[config.mk]
export PLATFORM = sky130hd
export DESIGN_NAME = multicycle_control
export DESIGN_NICKNAME = d
export VERILOG_FILES = /design/src/rtl/multicycle_control.sv
export SDC_FILE = /design/constraint.sdc
export NUM_CORES = 1
export LEC_CHECK = 0
export ABC_AREA = 1
export ABC_CLOCK_PERIOD_IN_PS = 5000
export BUFFER_PORTS_ARGS = -buffer_cell sky130_fd_sc_hd__buf_2
export CAP_MARGIN = 20
export CORE_MARGIN = 2
export CORE_UTILIZATION = 50
export CTS_BUF_LIST = sky130_fd_sc_hd__clkbuf_4 sky130_fd_sc_hd__clkbuf_8 sky130_fd_sc_hd__clkbuf_16
export DETAILED_ROUTE_END_ITERATION = 12
export HOLD_SLACK_MARGIN = 0.02
export PLACE_DENSITY = 0.85
export SYNTH_ARGS = -nofsm -noshare
export SYNTH_HDL_FRONTEND = slang
export SYNTH_SLANG_ARGS = --single-unit
[constraint.sdc]
create_clock -name clk -period 5 [get_ports clk]
set_input_delay 1 -clock clk [delete_from_list [all_inputs] [get_ports clk]]
set_output_delay 1 -clock clk [all_outputs]
set_load 0.03 [all_outputs]
[src/rtl/multicycle_control.sv]
// Multi-cycle sequencer for the RV32I core. One ALU and one unified memory
// port are shared across FETCH/DECODE/EXEC/MEM/WB. Memory accesses wait on
// a ready handshake, and a watchdog traps a memory that never answers.
// Control outputs are combinational from the current state. Some of them
// also depend on opcode, mem_ready or branch_taken.
module multicycle_control #(
    parameter int MEM_TIMEOUT = 16
) (
    input  logic       clk,
    input  logic       reset,
    input  logic [6:0] opcode,
    input  logic       mem_ready,
    input  logic       branch_taken,
    output logic       pc_write,
    output logic       ir_write,
    output logic       iord,
    output logic       mem_read,
    output logic       mem_write,
    output logic       reg_write,
    output logic [1:0] alu_src_a,
    output logic [1:0] alu_src_b,
    output logic [1:0] alu_op,
    output logic [1:0] pc_src,
    output logic [1:0] mem_to_reg,
    output logic [2:0] state,
    output logic       instr_retired,
    output logic       bus_error,
    output logic       illegal_instr,
    output logic       halted
);

    typedef enum logic [2:0] {
        S_FETCH  = 3'd0,
        S_DECODE = 3'd1,
        S_EXEC   = 3'd2,
        S_MEM    = 3'd3,
        S_WB     = 3'd4,
        S_TRAP   = 3'd5
    } state_t;

    localparam logic [6:0] OP_R     = 7'b0110011;
    localparam logic [6:0] OP_I     = 7'b0010011;
    localparam logic [6:0] OP_LW    = 7'b0000011;
    localparam logic [6:0] OP_SW    = 7'b0100011;
    localparam logic [6:0] OP_BR    = 7'b1100011;
    localparam logic [6:0] OP_JAL   = 7'b1101111;
    localparam logic [6:0] OP_JALR  = 7'b1100111;
    localparam logic [6:0] OP_LUI   = 7'b0110111;
    localparam logic [6:0] OP_AUIPC = 7'b0010111;

    localparam int CW = $clog2(MEM_TIMEOUT + 1);
    localparam logic [CW-1:0] WAIT_LAST = CW'(MEM_TIMEOUT - 1);

    state_t        state_q, state_d;
    logic [CW-1:0] cnt_q, cnt_d;
    logic          bus_error_q, bus_error_d;
    logic          illegal_q, illegal_d;
    logic          opcode_legal;

    // Classify the opcode held in IR as a supported RV32I instruction or not.
    always_comb begin
        unique case (opcode)
            OP_R, OP_I, OP_LW, OP_SW, OP_BR,
            OP_JAL, OP_JALR, OP_LUI, OP_AUIPC: opcode_legal = 1'b1;
            default:                          opcode_legal = 1'b0;
        endcase
    end

    // Next state, watchdog counter and sticky error flags.
    always_comb begin
        // NOTE: every combinational output gets a default first so no path
        // leaves it unassigned and infers a latch.
        state_d     = state_q;
        cnt_d       = cnt_q;
        bus_error_d = bus_error_q;
        illegal_d   = illegal_q;
        unique case (state_q)
            S_FETCH: begin
                if (mem_ready) begin
                    state_d = S_DECODE;
                end else if (cnt_q == WAIT_LAST) begin
                    bus_error_d = 1'b1;
                    state_d     = S_TRAP;
                end else begin
                    cnt_d = cnt_q + 1'b1;
                end
            end
            S_DECODE: begin
                if (opcode_legal) begin
                    state_d = S_EXEC;
                end else begin
                    illegal_d = 1'b1;
                    state_d   = S_TRAP;
                end
            end
            S_EXEC: begin
                if (opcode == OP_LW || opcode == OP_SW) begin
                    state_d = S_MEM;
                end else if (opcode == OP_BR) begin
                    state_d = S_FETCH;
                end else begin
                    state_d = S_WB;
                end
            end
            S_MEM: begin
                if (mem_ready) begin
                    state_d = (opcode == OP_LW) ? S_WB : S_FETCH;
                end else if (cnt_q == WAIT_LAST) begin
                    bus_error_d = 1'b1;
                    state_d     = S_TRAP;
                end else begin
                    cnt_d = cnt_q + 1'b1;
                end
            end
            S_WB:    state_d = S_FETCH;
            S_TRAP:  state_d = S_TRAP;
            default: state_d = S_FETCH;
        endcase
        // The wait budget restarts whenever the FSM moves on.
        if (state_d != state_q) begin
            cnt_d = '0;
        end
    end

    // State, counter and sticky-flag registers with asynchronous reset.
    always_ff @(posedge clk or posedge reset) begin
        if (reset) begin
            state_q     <= S_FETCH;
            cnt_q       <= '0;
            bus_error_q <= 1'b0;
            illegal_q   <= 1'b0;
        end else begin
            // NOTE: sequential state uses non-blocking assignments so every
            // register samples pre-edge values regardless of statement order.
            state_q     <= state_d;
            cnt_q       <= cnt_d;
            bus_error_q <= bus_error_d;
            illegal_q   <= illegal_d;
        end
    end

    // Datapath control decode. Strobes are masked while reset is held.
    always_comb begin
        pc_write      = 1'b0;
        ir_write      = 1'b0;
        iord          = 1'b0;
        mem_read      = 1'b0;
        mem_write     = 1'b0;
        reg_write     = 1'b0;
        alu_src_a     = 2'b00;
        alu_src_b     = 2'b00;
        alu_op        = 2'b00;
        pc_src        = 2'b00;
        mem_to_reg    = 2'b00;
        instr_retired = 1'b0;
        unique case (state_q)
            S_FETCH: begin
                mem_read  = 1'b1;
                alu_src_b = 2'b01;
                if (mem_ready) begin
                    ir_write = 1'b1;
                    pc_write = 1'b1;
                end
            end
            S_DECODE: begin
                // old_pc + imm lands in ALUOut as the branch/JAL target.
                alu_src_a = 2'b10;
                alu_src_b = 2'b10;
            end
            S_EXEC: begin
                unique case (opcode)
                    OP_R: begin
                        alu_src_a = 2'b01;
                        alu_op    = 2'b10;
                    end
                    OP_I: begin
                        alu_src_a = 2'b01;
                        alu_src_b = 2'b10;
                        alu_op    = 2'b11;
                    end
                    OP_LW, OP_SW: begin
                        alu_src_a = 2'b01;
                        alu_src_b = 2'b10;
                    end
                    OP_LUI: begin
                        alu_src_a = 2'b11;
                        alu_src_b = 2'b10;
                    end
                    OP_AUIPC: begin
                        alu_src_a = 2'b10;
                        alu_src_b = 2'b10;
                    end
                    OP_BR: begin
                        alu_src_a     = 2'b01;
                        alu_op        = 2'b01;
                        pc_write      = branch_taken;
                        pc_src        = 2'b01;
                        instr_retired = 1'b1;
                    end
                    OP_JAL: begin
                        pc_write = 1'b1;
                        pc_src   = 2'b01;
                    end
                    OP_JALR: begin
                        alu_src_a = 2'b01;
                        alu_src_b = 2'b10;
                        pc_write  = 1'b1;
                    end
                    default: ;
                endcase
            end
            S_MEM: begin
                iord      = 1'b1;
                mem_read  = (opcode == OP_LW);
                mem_write = (opcode == OP_SW);
                if (mem_ready && opcode == OP_SW) begin
                    instr_retired = 1'b1;
                end
            end
            S_WB: begin
                reg_write     = 1'b1;
                instr_retired = 1'b1;
                if (opcode == OP_LW) begin
                    mem_to_reg = 2'b01;
                end else if (opcode == OP_JAL || opcode == OP_JALR) begin
                    mem_to_reg = 2'b10;
                end
            end
            default: ;
        endcase
        if (reset) begin
            pc_write      = 1'b0;
            ir_write      = 1'b0;
            mem_read      = 1'b0;
            mem_write     = 1'b0;
            reg_write     = 1'b0;
            instr_retired = 1'b0;
        end
    end

    assign state         = state_q;
    assign bus_error     = bus_error_q;
    assign illegal_instr = illegal_q;
    assign halted        = (state_q == S_TRAP);

endmodule

# --- Word-level counts from Yosys, hierarchy flattened ---
# Index checks and enable logic that the tools add are counted.
word_totals:
  latch_bits: 0
  inputBits: 11
  mem_bits_ro: 0
  mem_bits_rw: 0
  mem_count: 0
  reg_bits: 10
  wordCells: 80
classes:
  mul: 0
  n_div: 0
  bitwise: 2
  magnitude_cmp: 0
  mux: 41
  reduce_logical: 14
  eq_ne: 18
  add_sub_neg: 1
  n_shift: 0
op_table:
  columns: ["op", "n"]
  rows:
  - ["7-bit by 6-bit == test with 1-bit output, second input constant", 3]
  - ["7-bit == test, second input constant", 3]
  - ["3-bit two-way mux", 7]
  - ["5-bit two-way mux", 4]
  - ["2-bit case mux with 3 select lines", 3]
  - ["1-bit two-way mux", 16]
  - ["3-bit case mux with 5 select lines", 1]
  - ["7-bit by 5-bit == test with 1-bit output, second input constant", 2]
  - ["6-bit OR reduction", 2]
  - ["2-bit two-way mux", 5]
  - ["9-bit OR reduction", 1]
  - ["7-bit by 2-bit == test with 1-bit output, second input constant", 1]
  - ["3-bit by 2-bit == test with 1-bit output, second input constant", 2]
  - ["3-bit == test, second input constant", 2]
  - ["1-bit case mux with 2 select lines", 3]
  - ["3-bit AND reduction", 2]
  - ["2-bit OR reduction", 3]
  - ["5-bit by 1-bit adder with 5-bit output, second input constant", 1]
  - ["5-bit by 4-bit == test with 1-bit output, second input constant", 1]
  - ["2-bit by 1-bit inequality test with 1-bit output, second input constant", 2]
  - ["2-bit case mux with 2 select lines", 1]
  - ["3-bit by 1-bit == test with 1-bit output, second input constant", 1]
  - ["3-bit zero test", 1]
  - ["3-bit inequality test", 1]
  - ["other kinds (6)", 8]

# --- Logic depth before layout (Yosys ltp) ---
logic_depth:
  depth_word: 8
  depth_mapped: 13

# --- Least setup slack after synthesis ---
# Ideal clock, no wire load.
synth_path:
  path_type: "input port to output port"
  from: "in reset"
  to: "out instr_retired"
  setup_slack_ns: 1.191
  t_arrival_ns: 2.809
  path_stages: 5
  path_cell_list: "inv_1 > nand3_1 > nor4_1 > nand2_1 > o21ai_0"
synth_between:
  elab_chain_len: 1
synth_lines:
  columns: ["item", "line", "source"]
  rows:
  - ["from (decl)", "10", "input logic reset,"]
  - ["1-bit two-way mux", "231", "if (reset) begin"]
  - ["to (decl)", "26", "output logic instr_retired,"]
# Every way passes these cells.

# --- Worst setup path in the final report ---
# Same ends and word-level chain as after synthesis.

==> impl_metrics.tcl <==
set metrics [dict create \
    fin_crit_ps 3239 \
    synth_largest_area_cell "dfrtp_1" \
    drtIter0Drc 30 \
    critPathLaunchType "input port" \
    ys_seq_elements 10 \
    cts_tree "built" \
    grt_max_degree 13 \
    clk_pin_slew_worst_paths_ps 60 \
    avgSynthCellArea_um2 6.715 \
    setup_viol 0 \
    rr_worst_depth 13 \
    clock.fmax_mhz 308.8 \
    dr.pass1.iters 4 \
    diodes 0 \
    grt_pass1_wl_mm 3.726 \
    grt_pass1_vias 879 \
    io_pins 34 \
    synth.top_cell.area_share_pct 26.81 \
    finalSetupTns_ps 0 \
    peakVddDrop_v 0.0002957 \
    vias 1040 \
    post-place-ws_ps 1717 \
    drt_wl_total_mm 2.237 \
    leakage_nw 0.6577 \
    netlist_area_um2 933.4 \
    synth_compound_area_share_pct 14.08 \
    drc 0 \
    place_area_um2 1117 \
    stdcell_area_um2 1154 \
    ys_seq_area_share_pct 26.81 \
    synth_warnings 0 \
    gp_congestion 0.9044 \
    htreeDepth 1 \
    cp.arrival_ps 2240 \
    synthArstFlopShare_pct 100.0 \
    syn_nets 152 \
    critPathCaptureType "output pin" \
    start_util_pct 53.48 \
    vias_per_cell 5.226 \
    drv_slew 0 \
    root_buffer "clkbuf_4" \
    synth-edff-count 0 \
    required_ps 4000 \
    die_h_um 47.21 \
    num_rows 15 \
    post-cts-setup-buffer-count 0 \
    power_mw 0.4781 \
    design.core.area_um2 1745 \
    clock_latency_ps 270 \
    antenna_found_initial 0 \
    synthMuxAreaShare_pct 0 \
    ys.flop_type "dfrtp_1" \
    postLayoutCoreUtil_pct 66.09 \
    die_width_um 47.21 \
    fp.dieArea_um2 2228 \
    skew_ps 1.104 \
    netlist_instances 139 \
    worst_slack_ps 1761 \
    wl_per_cell_um 11.24 \
    final_cells 199 \
    synth_top_family_by_area "simple AND/OR/NAND/NOR gates" \
    p_per_area_nw_per_um2 414.4 \
    holdBufCountCts 0 \
    overflow 0 \
    hold_viol 0 \
    synth_fa_ha_area_share_pct 2.681 \
    min_path_cells 1 \
    crit_path_max_fanout 12 \
    synth-simple-area-share_pct 42.90 \
    rsz0062_at_grt "false" \
    drive_gt1_share_pct 35.06 \
    port_buffers 32 \
    postRouteAntennaNets 0 \
    dpl.cell_count 195 \
    finalHoldWorstSlack_ps 457.2 \
    timing.rr.start "cnt_q[0]$_DFFE_PP0P_" \
    numCtsBuffers 3 \
    syn_to_final_growth_pct 23.59 \
    hold_start "bus_error$_DFFE_PP0P_" \
    cts_resized 0 \
    synthDistinctLibCells 31 \
    crit_start "reset" \
    critPathKind "in2out" \
    synth_area_leaders "dfrtp_1 (27%), nand2_1 (11%), nand3_1 (7.5%)" \
    status "finished, final reports clean" \
    cts_buffer_depth 2 \
    hold_class "reg2reg" \
    finish.net_count 188 \
    dp_hpwl_mm 1.857 \
    finalCritPeriodShare_pct 64.77 \
    track_usage_pct 23.70 \
    numClockSinks 10 \
    maxCapViolCount 0 \
    synth_xor_area_share_pct 2.815 \
]
==> cells in the final DEF (no fill, tap or decap), types with 2 or more instances in the layout <==
| cell type | instances |
|---|---|
| a21oi_1 | 6 |
| buf_2 | 32 |
| clkbuf_4 | 3 |
| dfrtp_1 | 10 |
| ha_1 | 2 |
| inv_1 | 14 |
| inv_2 | 8 |
| nand2_1 | 28 |
| nand2_2 | 4 |
| nand3_1 | 14 |
| nand3_2 | 2 |
| nand4_1 | 2 |
| nor2_1 | 18 |
| nor2_2 | 4 |
| nor2_4 | 3 |
| o211ai_1 | 2 |
| o21ai_0 | 3 |
| o22ai_1 | 2 |
| xor2_1 | 3 |
==> critical path: stages <==
cell and delay, ps:
buf_2 130, inv_1 330, nand3_1 120, nor4_1 270, nand2_1 80, o21ai_0 90, buf_2 220
==> state kept, by name (all words and copies together), names as in the netlist <==
name and cells:
bus_error 1, illegal_instr 1, cnt_q 5, state 3
==> worst paths after layout <==
check                                   endpoint  slack, ps
setup / recovery                   instr_retired       1760
hold / removal             bus_error$_DFFE_PP0P_        460
setup reg to reg            cnt_q[0]$_DFFE_PP0P_       2860
hold reg to reg            bus_error$_DFFE_PP0P_        460
max in group asynchronous   cnt_q[1]$_DFFE_PP0P_       3940
min in group asynchronous   cnt_q[0]$_DFFE_PP0P_        760
==> report_power, final <==
| part | total, mW | internal, mW | switching (mW) |
|---|---|---|---|
| logic | 0.294 | 0.0879 | 0.206 |
| registers | 0.112 | 0.0931 | 0.0184 |
| clock network | 0.0723 | 0.0443 | 0.0280 |
| total | 0.478 | 0.225 | 0.253 |
==> metal layers <==
metal / routed length (um) / vias to the layer above / track usage [%]
met4: 29 / 0 / 6.667
li1: - / 524 / -
met1: 1038 / 458 / 33.65
met2: 971 / 52 / 35.89
met5: 0 / - / 0
met3: 197 / 6 / 5.769
==> cells in the mapped netlist (all sizes together), types with 2 or more instances <==
cell type  count
nand2         33
nor2          25
inv           23
nand3         17
dfrtp         10
a21oi          6
o21ai          3
xor2           3
ha             2
nand4          2
o211ai         2
o22ai          2
==> logic make-up (layout without fill, tap and decap cells) <==
kind of cell	after synthesis	in the layout
other cells	1	1
simple gates	79	79
fa+ha+maj	2	2
buf+inv	24	59
compound gates	20	20
flops	10	10
xor+xnor	3	3
==> final cells by class <==
type	instances	area (um^2)
flip-flops and latches	10	250.2
repair buffers	32	160.2
inverters	23	88.84
clock buffers	4	36.28
multi-input cells	105	586.8
well taps	25	31.28
fillers	162	591.8
No activity file was read; power rests on OpenSTA's default activity.
